===== config.mk =====
export PLATFORM = sky130hd
export DESIGN_NAME = sram_2_16_scn4m_subm
export DESIGN_NICKNAME = d
export VERILOG_FILES = /design/src/rtl/sram_2_16_scn4m_subm.sv
export SDC_FILE = /design/constraint.sdc
export NUM_CORES = 1
export LEC_CHECK = 0
export ABC_AREA = 1
export CORE_AREA = 4 4 59 88
export DETAILED_ROUTE_END_ITERATION = 16
export DIE_AREA = 0 0 63 92
export GPL_TIMING_DRIVEN = 0
export PLACE_DENSITY_LB_ADDON = 0.3
export SYNTH_ARGS = -nofsm -noshare
export SYNTH_HDL_FRONTEND = slang
export SYNTH_SLANG_ARGS = --single-unit

===== constraint.sdc =====
create_clock -name clk0 -period 2.8 [get_ports clk0]
set_input_delay 0.28 -clock clk0 [delete_from_list [all_inputs] [get_ports clk0]]
set_output_delay 0.28 -clock clk0 [all_outputs]
set_load 0.01 [all_outputs]

===== src/rtl/sram_2_16_scn4m_subm.sv =====
// Behavioural 16x2 single-port SRAM model standing in for the scn4m_subm macro.
// Commands are captured on the rising edge of clk0 and executed on the falling edge.
module sram_2_16_scn4m_subm #(
  parameter int DATA_WIDTH = 2,
  parameter int ADDR_WIDTH = 4,
  parameter int NUM_WORDS  = 2 ** ADDR_WIDTH
) (
  input  logic                  clk0,
  input  logic                  rst0,
  input  logic                  csb0,
  input  logic                  web0,
  input  logic [ADDR_WIDTH-1:0] addr0,
  input  logic [DATA_WIDTH-1:0] din0,
  output logic [DATA_WIDTH-1:0] dout0
);

  logic                  csb0_d;
  logic                  csb0_q;
  logic                  web0_d;
  logic                  web0_q;
  logic [ADDR_WIDTH-1:0] addr0_d;
  logic [ADDR_WIDTH-1:0] addr0_q;
  logic [DATA_WIDTH-1:0] din0_d;
  logic [DATA_WIDTH-1:0] din0_q;
  logic [DATA_WIDTH-1:0] dout0_d;
  logic [DATA_WIDTH-1:0] dout0_q;

  logic                  mem_we_s;
  logic [DATA_WIDTH-1:0] mem_wdata_s;

  // Storage array: deliberately no reset and no initial value.
  logic [DATA_WIDTH-1:0] mem_q [NUM_WORDS];

  always_comb begin
    csb0_d  = csb0;
    web0_d  = web0;
    addr0_d = addr0;
    din0_d  = din0;
  end

  // Reset parks the port deselected, which also cancels an access already captured.
  always_ff @(posedge clk0 or posedge rst0) begin
    if (rst0) begin
      csb0_q  <= 1'b1;
      web0_q  <= 1'b1;
      addr0_q <= {ADDR_WIDTH{1'b0}};
      din0_q  <= {DATA_WIDTH{1'b0}};
    end else begin
      csb0_q  <= csb0_d;
      web0_q  <= web0_d;
      addr0_q <= addr0_d;
      din0_q  <= din0_d;
    end
  end

  always_comb begin
    dout0_d     = dout0_q;
    mem_we_s    = 1'b0;
    mem_wdata_s = din0_q;
    if (!csb0_q) begin
      if (web0_q) begin
        dout0_d = mem_q[addr0_q];
      end else begin
        mem_we_s = 1'b1;
      end
    end else begin
      mem_we_s = 1'b0;
    end
`ifndef SYNTHESIS
    // An undecodable operation poisons both the output and the addressed word.
    if (!csb0_q && $isunknown(web0_q)) begin
      dout0_d     = {DATA_WIDTH{1'bx}};
      mem_we_s    = 1'b1;
      mem_wdata_s = {DATA_WIDTH{1'bx}};
    end else begin
      mem_wdata_s = mem_wdata_s;
    end
    // An unknown address can't name a word, so nothing is written.
    if (!csb0_q && $isunknown(addr0_q)) begin
      dout0_d  = {DATA_WIDTH{1'bx}};
      mem_we_s = 1'b0;
    end else begin
      mem_we_s = mem_we_s;
    end
`endif
  end

  always_ff @(negedge clk0) begin
    if (mem_we_s) begin
      mem_q[addr0_q] <= mem_wdata_s;
    end
  end

  always_ff @(negedge clk0 or posedge rst0) begin
    if (rst0) begin
      dout0_q <= {DATA_WIDTH{1'b0}};
    end else begin
      dout0_q <= dout0_d;
    end
  end

  assign dout0 = dout0_q;

endmodule


# Yosys cells after proc, flatten, opt, wreduce, memory -nomap -nowiden
# Memories as Yosys holds them, arrays and structs flattened. A register that Yosys moved wholly into a read port is not among the register bits.
# Index checks and enable logic that the tools add are counted.
# totals
register_bits	8
mem_bits_rw	32
in_bits	10
out_inout_bits	2
wordCells	11
mem_count	1
# classes
mux	4
bitwise_logic	1
n_reduce_logical	1
# memory_table
name	words	word_bits	read_ports	rd_ports_with_merged_regs	wr	line	text
mem_q	16	2	1	1	1	32	logic [DATA_WIDTH-1:0] mem_q [NUM_WORDS];
# op_table
op	n
$mux 1	4
$reduce_and 2->1	1
$not 1->1	1

# Depth between registers and ports, before layout
# Gate-level depths: netlist of run 1.
# logic_depth
word_depth	4
mapped_depth	11
ltp_nobuf	9

==> flow_summary.yaml, run 1 <==
run_status:
  status: "finished clean"
yosys:
  synthTopCellsByCount: "nand2_1, edfxtp_1, nor2_1"
  synth-main-ff-cell: "edfxtp_1"
  ys_seq_area_frac: 0.694
  ys_ff_latch: 42
  syn_area_per_cell_um2: 10.6
  synthMostInstantiatedCell: "nand2_1"
  synth_edf_count: 32
  synth_area_leaders: "edfxtp_1, nand2_1, dfrtp_1"
  yosysTopAreaCell: "edfxtp_1"
  synth_area_um2: 1750
  synth_fp_nets: 175
  netlist-cell-type-count: 14
  synth-async-reset-ratio: 0.238
  postSynthCellCount: 165
  synth_warnings: 0
  synth_top_area_share: 0.549
setup_path:
  critical-path-max-stage-delay_ns: 0.41
  critPathKind: "register to register"
  cp-endpoint: "mem_q[14][0]"
  cp-start-kind: "register"
  arrival_ns: 1.41
  critPathCaptureType: "register"
  path_depth: 3
  cp_slowest_cell: "dfrtp_1"
  r2r-start: "addr0_q[1]"
  cp_num_buf_inv: 1
  crit_path_cell_trace: "buf_2 > nand3_2 > nor2_2"
  worstPathRequired_ns: 1.44
  cp_max_fo: 10
  crit_start: "addr0_q[1]"
  r2r_cells: 3
  rrSetupSlack_ns: 0.04
  reg2reg_to: "mem_q[14][0]"
  cp_top_family: "simple AND/OR/NAND/NOR gates"
detailed_routing:
  finalWirelength_mm: 3.54
  vias: 1277
  wire_per_inst_um: 13.3
  drc: 0
  antenna_left: 0
  vias_per_cell: 4.80
  drt-pass1-iter-count: 4
  drtIter0Drc: 32
clock_network:
  clock_latency_ns: 0.36
  root_buffer: "clkbuf_8"
  clkTransAtPathRegs_ns: 0.08
  cts_buffers: 5
  clkSinkCount: 42
  cts.hold.buffers_added: 0
  cts_max_level: 2
  cts_tree: "done"
  cts_buffer_depth: 2
cells_and_area:
  drive_gt1_frac: 0.193
  final_area_um2: 2260
  antenna_cells: 0
  fillCellCount: 393
  layout-area-overhead-vs-synth_pct: 29.0
  nets: 227
  fin_cells: 266
place:
  io_buffers: 11
  placed_cells: 224
  placed_area_um2: 1920
  post-dp-hpwl_mm: 2.48
  gp_congestion: 0.793
timing:
  rsz0062_at_grt: "yes"
  worstMarginPinSlew_ns: 0.517
  hold_violations: 0
  finalSetupViolCount: 0
  whs_ns: 0.242
  maxSlewViolCount: 0
  max_slew_margin: 0.655
  final.setup_skew_ns: 0.0736
floorplan:
  core-area_um2: 4470
  chipHeight_um: 92
  ios: 12
  fp.dieArea_um2: 5800
  row_count: 30
  initial_core_util: 0.392
  die_x_um: 63
global_routing:
  gr-total-overflow: 0
  grt_pass1_vias: 1340
  grt_max_degree: 17
  antenna_found_initial: 0
  grtUsageTotal: 0.131
  grt_pass1_wl_mm: 5.83
pwr:
  leakagePower_nw: 1.02
  powerDensity_nw_per_um2: 666
  max-vdd-ir-drop_mv: 0.477
flow_run:
  max_cap_viol_count: 0
min_path:
  hp-class: "input port to asynchronous set/reset pin"
## through the flow
stage           util  TNS, ns  setup WS, ns  power (mW)
6_report       0.505        0        0.0365        1.50
5_1_grt        0.505  -0.0654       -0.0161        1.60
4_1_cts        0.494        0       0.00815        1.51
3_5_place_dp   0.430    -3.16        -0.138       0.881
3_3_place_gp   0.430    -2.34       -0.0991       0.878
2_1_floorplan      -        0         0.153       0.838
## per-layer routing
layer | track usage | part of all wire
met5 | 0 | 0
met4 | 0.0773 | 0.030
met2 | 0.248 | 0.57
met3 | 0.0355 | 0.038
met1 | 0.122 | 0.36
## power by group
part	internal [mW]	total [mW]	switching, mW
logic	0.0417	0.101	0.0593
registers	0.693	0.708	0.0145
clock network	0.380	0.694	0.314
total	1.12	1.50	0.388
## cell families (layout without fill, tap and decap cells)
kind of cell           after synthesis  in the layout  share of synthesized area
buffers and inverters               15             68                     0.0558
DFF                                 42             42                      0.694
and+or+nand+nor                    108            108                      0.250
## area by class of cell
class,instances,area (um^2),share of cell area
plain buffers,4,38.8,0.0172
clock buffers,7,97.6,0.0432
clock inverters,33,150,0.0665
inverters,9,41.3,0.0183
multi-input cells,108,518,0.229
flip-flops and latches,42,1210,0.538
well taps,48,60.1,0.0266
repair buffers,15,138,0.0610
## state kept, by name (all words and copies together) (netlist names)
signal and count:
web0_q 1, din0_q 2, mem_q 32, dout0 2, csb0_q 1, addr0_q 4
## repair_timing
item	in CTS	in global routing
resized for setup	16	11
setup buffers	0	4
pin swaps	0	3
endpoints found under the setup margin	34	30
## how the worst min path moves through the flow
stage              from          to  slack (ns)  depth (start not counted)
2_1_floorplan      rst0  addr0_q[0]        0.12                          1
3_3_place_gp   dout0[0]    dout0[0]        0.47                          2
3_5_place_dp   dout0[1]    dout0[1]        0.48                          2
4_1_cts            rst0  addr0_q[1]        0.24                          2
5_1_grt            rst0  addr0_q[0]        0.27                          2
6_report           rst0  addr0_q[1]        0.24                          2
## cell usage in the layout (no fill, tap or decap)
master	count
buf_2	1
buf_4	5
buf_6	1
buf_8	1
bufinv_16	1
clkbuf_1	1
clkbuf_16	1
clkbuf_8	5
clkdlybuf4s50_1	9
dfrtn_1	2
dfrtp_1	6
dfstp_2	2
dlygate4sd2_1	2
edfxtp_1	32
inv_1	40
inv_8	1
nand2_1	61
nand2_2	5
nand3_1	9
nand3_2	4
nand3_4	1
nand4_1	2
nor2_1	12
nor2_2	12
nor2_4	2
Power figures use the tool's default switching activity.
==> run 2: changes to the inputs <==
- PLACE_DENSITY_LB_ADDON: 0.3 -> 0.25
==> run 2 against run 1 <==
Sequential power about the same. Sequential share of layout area down 1.1 points. Combinational power rose by 7%. Setup slack improved by 0.0042 ns. Via count rose by 3.1%. Global-route usage fell by 0.19 points. Critical path depth is 5 higher. First-iteration DRC count increased by 19%. Hold slack got worse by 0.0072 ns. Final cell count increased by 0.38%. Total power fell by 3.5%. Register-to-register slack hardly changed. Highest routed layer unchanged.
==> flow_summary.yaml, run 2 (synthesis results as in run 1) <==
run_status:
  status: "finished clean"
cells_and_area:
  drive_gt1_frac: 0.210
  nets: 228
  layout-area-overhead-vs-synth_pct: 31.8
  biggestRegsByFlops: "mem_q x32, addr0_q x4"
  layout_commonest_cell: "nand2_1"
  largest_register: "mem_q"
  largest_register_ffs: 32
  multiInputGateArea_um2: 551
  final_cell_mix: "nand2_1, inv_1, edfxtp_1, nor2_1"
  antenna_cells: 0
  fillCellCount: 387
  seqCellArea_um2: 1210
pwr:
  p_total_mw: 1.45
  leakagePower_nw: 1.04
  p_seq_frac: 0.488
  swShare: 0.268
  power.share.clock: 0.437
  comb_power_share: 0.075
  p_int_mw: 1.06
  max-vdd-ir-drop_mv: 0.367
  power_switching_mw: 0.389
  powerDensity_nw_per_um2: 629
detailed_routing:
  vias: 1317
  vias_per_cell: 4.93
  drtIter0Drc: 38
  drt-pass1-iter-count: 4
  drc: 0
  finalWirelength_mm: 3.63
  antenna_left: 0
  wire_per_inst_um: 13.6
setup_path:
  cp-start-kind: "register"
  worstPathRequired_ns: 1.55
  critPathKind: "register to register"
  critPathCaptureType: "register"
  arrival_ns: 1.51
  cp_max_fo: 10
timing:
  hold_violations: 0
  fin_ws_ns: 0.0407
  setup_tns_ns: 0
  final.setup_skew_ns: 0.0684
  maxSlewViolCount: 0
  worstMarginPinSlew_ns: 0.503
  max_slew_margin: 0.665
  rsz0062_at_grt: "yes"
  finalSetupViolCount: 0
place:
  post-dp-hpwl_mm: 2.45
  io_buffers: 11
  dp_slack_ns: -0.134
  gp_congestion: 0.880
clock_network:
  clkTransAtPathRegs_ns: 0.08
  cts_tree: "done"
  root_buffer: "clkbuf_8"
  clkSinkCount: 42
  cts_buffers: 5
  clock_latency_ns: 0.36
  cts_buffer_depth: 2
  cts_max_level: 2
floorplan:
  fp.dieArea_um2: 5800
  chipHeight_um: 92
  row_count: 30
  die_x_um: 63
  core-area_um2: 4470
  ios: 12
  initial_core_util: 0.392
global_routing:
  grt_pass1_vias: 1347
  grtUsageTotal: 0.129
  gr-total-overflow: 0
  grt_pass1_wl_mm: 5.84
  grt_max_degree: 17
  antenna_found_initial: 0
min_path:
  hp-class: "input port to asynchronous set/reset pin"
flow_run:
  max_cap_viol_count: 0
==> run 2: cell count changes in the layout (fill, tap and decap cells not counted), sizes merged <==
cell      previous run  this run
clkbuf               7         6
clkinvlp             0         1
inv                 41        42
==> run 2: power by group through the flow <==
stage,clock (mW),combinational (mW),sequential (mW)
after detailed placement,0.0707,0.0931,0.716
final,0.634,0.108,0.708
after global routing,0.717,0.120,0.709
after CTS,0.645,0.0925,0.707
after floorplan,0.0707,0.0540,0.714
after global placement,0.0707,0.0917,0.715
==> run 2: area by class of cell <==
| class | count | share of cell area |
|---|---|---|
| sequential | 42 | 0.527 |
| multi-input combinational | 108 | 0.239 |
| timing repair buffer | 16 | 0.0738 |
| clock inverter | 35 | 0.0700 |
| clock buffer | 5 | 0.0299 |
| tap | 48 | 0.0261 |
| inverter | 9 | 0.0179 |
| buffer | 4 | 0.0168 |
==> run 2: path summary, 6_finish.rpt <==
| kind | startpoint | to | slack [ns] | cells after the start |
|---|---|---|---|---|
| setup / recovery | addr0_q[1] | dout0[0] | 0.04 | 8 |
| hold / removal | rst0 | din0_q[1] | 0.23 | 2 |
| setup reg to reg | addr0_q[1] | dout0[0] | 0.04 | 8 |
| hold reg to reg | dout0[0] | dout0[0] | 0.45 | 2 |
| max in group asynchronous | rst0 | dout0[0] | 0.99 | 2 |
| min in group clk0 | web0 | web0_q | 0.39 | 1 |
==> run 2: through the flow <==
step                       util  area, um^2  hold WS (ns)  cells
after floorplan               -        1750         0.119    165
after global placement    0.430        1920         0.471    224
after detailed placement  0.430        1920         0.470    224
after CTS                 0.484        2160         0.245    263
after global routing      0.516        2300         0.268    267
final                     0.516        2300         0.234    267
==> run 2: critical path, stage by stage, from the launching register on <==
cell	delay, ns
dfrtp_1	0.41
inv_1	0.11
buf_4	0.20
nand3_1	0.10
nand4_1	0.08
nand2_1	0.08
nand2_1	0.06
nor2_1	0.11
nor2_1	0.06
==> run 2: layer usage <==
| metal | global-route usage | part of all wire |
|---|---|---|
| met1 | 0.130 | 0.38 |
| met2 | 0.233 | 0.55 |
| met3 | 0.0429 | 0.042 |
| met4 | 0.0645 | 0.029 |
| met5 | 0 | 0 |
==> run 2: timing repair <==
action                                  CTS  global route
endpoints found under the setup margin   28            34
gates cloned                              0             1
pin swaps                                 0             9
gates resized for setup                   9            29
setup buffers                             0             4
hold buffers                              0             0
endpoints found under the hold margin     0             0
